<file path="src/rtl/fpga_cfg_pkg.sv">
// fpga_cfg_pkg: shared loader state encoding, CRC-16-CCITT constants and counter sizing helper
package fpga_cfg_pkg;
  typedef enum logic [2:0] {
    ST_IDLE,
    ST_WAIT_WORD,
    ST_SHIFT,
    ST_VERIFY,
    ST_FINISH
  } cfg_state_t;
  localparam logic [15:0] CRC_POLY = 16'h1021;
  localparam logic [15:0] CRC_INIT = 16'hFFFF;
  function automatic int cnt_w(input int n);
    return $clog2(n + 1);
  endfunction
endpackage

</file>
<file path="src/rtl/cfg_crc16.sv">
// cfg_crc16: bit-serial CRC-16-CCITT; clear (to CRC_INIT) beats en, bit_in folded MSB-first, crc is the running value
module cfg_crc16
  import fpga_cfg_pkg::*;
(
  input  logic        clk,
  input  logic        nrst,
  input  logic        clear,
  input  logic        en,
  input  logic        bit_in,
  output logic [15:0] crc
);
  logic [15:0] crc_q, crc_d;
  logic        fb;
  always_comb begin
    fb    = crc_q[15] ^ bit_in;
    crc_d = clear ? CRC_INIT : en ? ({crc_q[14:0], 1'b0} ^ (fb ? CRC_POLY : 16'h0000)) : crc_q;
  end
  always_ff @(posedge clk or negedge nrst)
    if (!nrst) crc_q <= CRC_INIT;
    else crc_q <= crc_d;
  assign crc = crc_q;
endmodule

</file>
<file path="src/rtl/fpga_config_loader.sv">
// fpga_config_loader: host words -> serial config chain (config_en/config_data), optional recirculate+CRC verify, fabric enable/reset release
module fpga_config_loader
  import fpga_cfg_pkg::*;
#(
  parameter int WORD_W    = 32,
  parameter int CHAIN_LEN = 1024
) (
  input  logic              clk,
  input  logic              nrst,
  input  logic              start,
  input  logic              verify_en,
  input  logic [WORD_W-1:0] word_data,
  input  logic              word_valid,
  output logic              word_ready,
  output logic              config_en,
  output logic              config_data,
  input  logic              config_data_ret,
  output logic              busy,
  output logic              done,
  output logic              error,
  output logic              fabric_en,
  output logic              fabric_nrst
);
  localparam int CW = cnt_w(CHAIN_LEN);
  localparam int SW = cnt_w(WORD_W);
  localparam int AW = (CW > SW ? CW : SW) + 1;
  cfg_state_t        state_q, state_d;
  logic              verify_q, verify_d;
  logic [WORD_W-1:0] shreg_q, shreg_d;
  logic [CW-1:0]     sent_q, sent_d;
  logic [SW-1:0]     left_q, left_d;
  logic              error_q, error_d;
  logic              fab_q, fab_d;
  logic [AW-1:0]     rem;
  logic              crc_clear, mismatch;
  logic [15:0]       crc_tx, crc_rx;
  always_comb begin
    state_d   = state_q;
    verify_d  = verify_q;
    shreg_d   = shreg_q;
    sent_d    = sent_q;
    left_d    = left_q;
    error_d   = error_q;
    fab_d     = fab_q;
    crc_clear = 1'b0;
    rem       = AW'(CHAIN_LEN) - AW'(sent_q);
    mismatch  = verify_q && (crc_tx != crc_rx);
    case (state_q)
      ST_IDLE:
        if (start) begin
          state_d   = ST_WAIT_WORD;
          verify_d  = verify_en;
          sent_d    = '0;
          error_d   = 1'b0;
          fab_d     = 1'b0;
          crc_clear = 1'b1;
        end
      ST_WAIT_WORD:
        if (word_valid) begin
          shreg_d = word_data;
          left_d  = SW'(rem < AW'(WORD_W) ? rem : AW'(WORD_W));
          state_d = ST_SHIFT;
        end
      ST_SHIFT: begin
        shreg_d = shreg_q << 1;
        sent_d  = sent_q + CW'(1);
        left_d  = left_q - SW'(1);
        if (left_q == SW'(1)) begin
          state_d = sent_q != CW'(CHAIN_LEN - 1) ? ST_WAIT_WORD : verify_q ? ST_VERIFY : ST_FINISH;
          // the bit counter is reused to time the recirculation pass
          if (sent_q == CW'(CHAIN_LEN - 1)) sent_d = '0;
        end
      end
      ST_VERIFY: begin
        sent_d = sent_q + CW'(1);
        if (sent_q == CW'(CHAIN_LEN - 1)) state_d = ST_FINISH;
      end
      ST_FINISH: begin
        error_d = mismatch;
        fab_d   = !mismatch;
        state_d = ST_IDLE;
      end
      default: state_d = ST_IDLE;
    endcase
  end
  always_ff @(posedge clk or negedge nrst)
    if (!nrst) begin
      state_q  <= ST_IDLE;
      verify_q <= 1'b0;
      shreg_q  <= '0;
      sent_q   <= '0;
      left_q   <= '0;
      error_q  <= 1'b0;
      fab_q    <= 1'b0;
    end else begin
      state_q  <= state_d;
      verify_q <= verify_d;
      shreg_q  <= shreg_d;
      sent_q   <= sent_d;
      left_q   <= left_d;
      error_q  <= error_d;
      fab_q    <= fab_d;
    end
  cfg_crc16 u_crc_tx (
    .clk    (clk),
    .nrst   (nrst),
    .clear  (crc_clear),
    .en     (state_q == ST_SHIFT),
    .bit_in (shreg_q[WORD_W-1]),
    .crc    (crc_tx)
  );
  cfg_crc16 u_crc_rx (
    .clk    (clk),
    .nrst   (nrst),
    .clear  (crc_clear),
    .en     (state_q == ST_VERIFY),
    .bit_in (config_data_ret),
    .crc    (crc_rx)
  );
  assign word_ready  = state_q == ST_WAIT_WORD;
  assign config_en   = state_q == ST_SHIFT || state_q == ST_VERIFY;
  // during verify the chain output is looped straight back so contents are preserved
  assign config_data = state_q == ST_SHIFT ? shreg_q[WORD_W-1] : state_q == ST_VERIFY ? config_data_ret : 1'b0;
  assign busy        = state_q != ST_IDLE;
  assign done        = state_q == ST_FINISH;
  assign error       = error_q;
  assign fabric_en   = fab_q;
  assign fabric_nrst = fab_q;
endmodule

</file>
<file path="config.mk">
export PLATFORM = sky130hd
export DESIGN_NAME = fpga_config_loader
export DESIGN_NICKNAME = d
export VERILOG_FILES = /design/src/rtl/fpga_cfg_pkg.sv /design/src/rtl/cfg_crc16.sv /design/src/rtl/fpga_config_loader.sv
export SDC_FILE = /design/constraint.sdc
export NUM_CORES = 1
export LEC_CHECK = 0
export ABC_AREA = 1
export ABC_CLOCK_PERIOD_IN_PS = 2500
export CORE_MARGIN = 3
export CORE_UTILIZATION = 64
export CTS_CLUSTER_SIZE = 24
export DETAILED_ROUTE_END_ITERATION = 6
export DONT_BUFFER_PORTS = 1
export PLACE_DENSITY = 0.78
export SETUP_SLACK_MARGIN = 0.2
export SKIP_LAST_GASP = 1
export SYNTH_ARGS = -nofsm -noshare
export SYNTH_HDL_FRONTEND = slang
export SYNTH_SLANG_ARGS = --single-unit
</file>
<file path="constraint.sdc">
create_clock -name clk -period 2.5 [get_ports clk]
set_clock_uncertainty 0.2 [all_clocks]
set_input_delay 0.375 -clock clk [delete_from_list [all_inputs] [get_ports clk]]
set_output_delay 0.375 -clock clk [all_outputs]
set_load 0.05 [all_outputs]
</file>
==> impl_results.md <==
- Type of destination of the critical path: output port
- CP Cell Sequence: nor3_4, inv_1, nand2_1, buf_12
- Top-count cell post-synth: nand2_1
- Total grt overflow: 0
- Seq/Total Area, Yosys: 48.61%
- DRC errors left: 0
- Later-pin clock latency in the skew report: 0.36 ns
- Failing checks: hold timing
- Largest net degree at the start of global routing: 88
- GRT Overall Usage: 27.21%
- CP startpoint kind: flop
- CP max stage cell: dfrtp_1
- Num CTS Buffers: 9
- Worst slew margin: 35.65%
- Worst path required time: 1.92 ns
- First-pass GRT wire length: 18.04 mm
- TNS Setup: 0 ns
- Min Hold Slack: -0.5011 ns
- Synthesis-to-layout area growth: 13.94%
- Top cells by area, synth: dfrtp_1 30%, dfstp_2 18%, nand2_1 11%
- Die Y-Extent: 90.42 um
- Initial antenna violation count: 0
- Cells after Synth: 565
- CTS tree: done
- Die width: 90.42 um
- NumNets Final: 639
- Pwr dens: 1434 mW/mm^2
- Die outline area: 0.008175 sq mm
- Vias: 3996
- Drt via density: 5.725
- CTS max path bufs: 2
- Post-CTS Hold Fix Bufs: 31
- Maxcap violations: 0
- DP HPWL: 6.544 mm
- Final Hold Vio Count: 87
- IO Port Bufs: 0
- Clock sink count: 87
- IO Pins: 46
- Detail Route Antenna Nets: 0
- Post-synth top area share: 30.18%
- Most common library cells after synthesis: 138 x nand2_1, 83 x nor2_1, 57 x inv_1
- RSZ-0062 raised after global routing: true
- Async SR Flop Fraction: 100.0%
- Layout cells sized above 1: 13.62%
- CP Max Fanout: 7
- Slowest stage delay, CP: 0.47 ns
- Main synth FF type: dfrtp_1
- Leakage power: 0.002411 uW
- Area after DPL: 0.004673 sq mm
- Num rows: 30
- Initial Util: 66.39%
- Tmin final: 2.173 ns
- Final cycle utilization of the critical path: 86.93%
- Number of synthesis warnings: 0
- Final design utilization: 75.65%
- Peak Freq: 460.1 MHz
- CP Data Arrival Time: 1.60 ns
- Status: finished, violations left
- FF+latch count, synth: 87
- Overall routed net length: 10.57 mm
- Worst setup path class: reg -> out
- Clock-pin slew on the worst setup and hold paths: 0.09 ns
- Drt wl/cell: 15.14 um
- Synth unique cells: 35
- Core area: 0.006869 sq mm
- Yosys top cell by area: dfrtp_1
- Syn Nets: 607
- Finish-stage setup viols: 0
- Final slew viol count: 0
- Fill cells: 465
- Inst Count DP: 650
- Worst Tran Pin Value: 0.9643 ns
- Cell area after layout: 0.005196 sq mm
- Worst IR drop on VDD: 0.6699 mV
- Htree depth: 3
- Worst Path Buf+Inv: 2
- Clock Tree Root: clkbuf_8
- CP top delay family: flip-flops
- Mean post-synth cell area: 8.072 sq um
- Reg2reg setup slack: 0.38 ns
- 1st-iter DRT viols: 221
- Number of flops mapped to enable cells by yosys: 0
- # diodes: 0
- Drt first pass iters: 5
- Final std cells w/o fill: 698
- RePlAce Congestion: 0.9610
- Synth Cell Area: 0.004561 sq mm
- Vias in the first global route: 3881
- Hold crit path type: in -> async
[area by class of cell]
class / count / area [sq um] / area share, %
Clock buffer: 9 / 123.9 / 2.384
Timing Repair Buffer: 45 / 440.4 / 8.476
Inverter: 62 / 232.7 / 4.479
Multi-Input combinational cell: 392 / 1983 / 38.17
Tap cell: 96 / 120.1 / 2.312
Sequential cell: 87 / 2218 / 42.69
Clock inverter: 7 / 77.57 / 1.493
[power by group]
part	internal (uW)	switching (uW)
clock network	472	539
registers	2250	519
logic	1320	2340
total	4050	3400
[routing by layer]
metal  wire [um]  vias up  GRT usage (%)  part of all wire (%)
li1            -     1928              -                     -
met1        4388     1921          34.60                    42
met2        5419      123          46.11                    51
met3         521       24          5.333                   4.9
met4         238        0          10.46                   2.3
met5           0        -              0                     0
[kinds of logic after synthesis]
kind of cell               synth area share (%)
adders and majority gates                 1.097
AOI/OAI and AO/OA                         13.50
xor gates and xnor gates                  3.073
and+or+nand+nor                           25.57
DFF                                       48.61
buffers and inverters                     8.148
[timing repair]
item / 4_1_cts / 5_1_grt
setup endpoints to repair: 1 / 7
gates resized for setup: 0 / 3
setup buffers: 1 / 0
hold endpoints to repair: 118 / 87
pin swaps: 1 / 0
[worst paths after layout]
kind,start,endpoint,depth (start not counted)
setup reg to reg,sent_q[0],left_q[5],11
hold reg to reg,left_q[4],left_q[4],2
max in group asynchronous,nrst,u_crc_tx.crc[5],0
min in group clk,word_data[27],shreg_q[27],2
setup / recovery,state_q[2],config_en,4
hold / removal,nrst,fabric_en,0
[worst register-to-register path, delay by kind of cell, from the launching register on]
kind	cells	cell delay, ns
xor gates and xnor gates	1	0.09
buffers and inverters	2	0.17
adders and majority gates	1	0.18
DFF	1	0.42
and+or+nand+nor	6	0.89
AOI/OAI and AO/OA	1	0.06
[state kept, by name, summed over array words and instances (netlist names)]
signal / cells
fabric_en: 1
shreg_q: 32
left_q: 6
state_q: 3
verify_q: 1
u_crc_rx.crc: 16
u_crc_tx.crc: 16
error: 1
sent_q: 11
[layout by cell type, fill, tap and decap left out, types with 14 or more instances in the layout]
cell type and instances:
a31oi_1 14, dfrtp_1 54, dfstp_2 32, dlygate4sd3_1 31
inv_1 56, nand2_1 138, nand3_1 20, nor2_1 82
o211ai_1 29, o21ai_0 14, o22ai_1 19
[through the flow]
step,power (uW),worst slack [ns]
3_3_place_gp,6156,0.4936
5_1_grt,8043,0.1882
6_report,7451,0.3267
3_5_place_dp,6293,0.4042
2_1_floorplan,5551,0.3047
4_1_cts,7370,0.2756
Note: power is estimated with default switching activity, not from simulation.
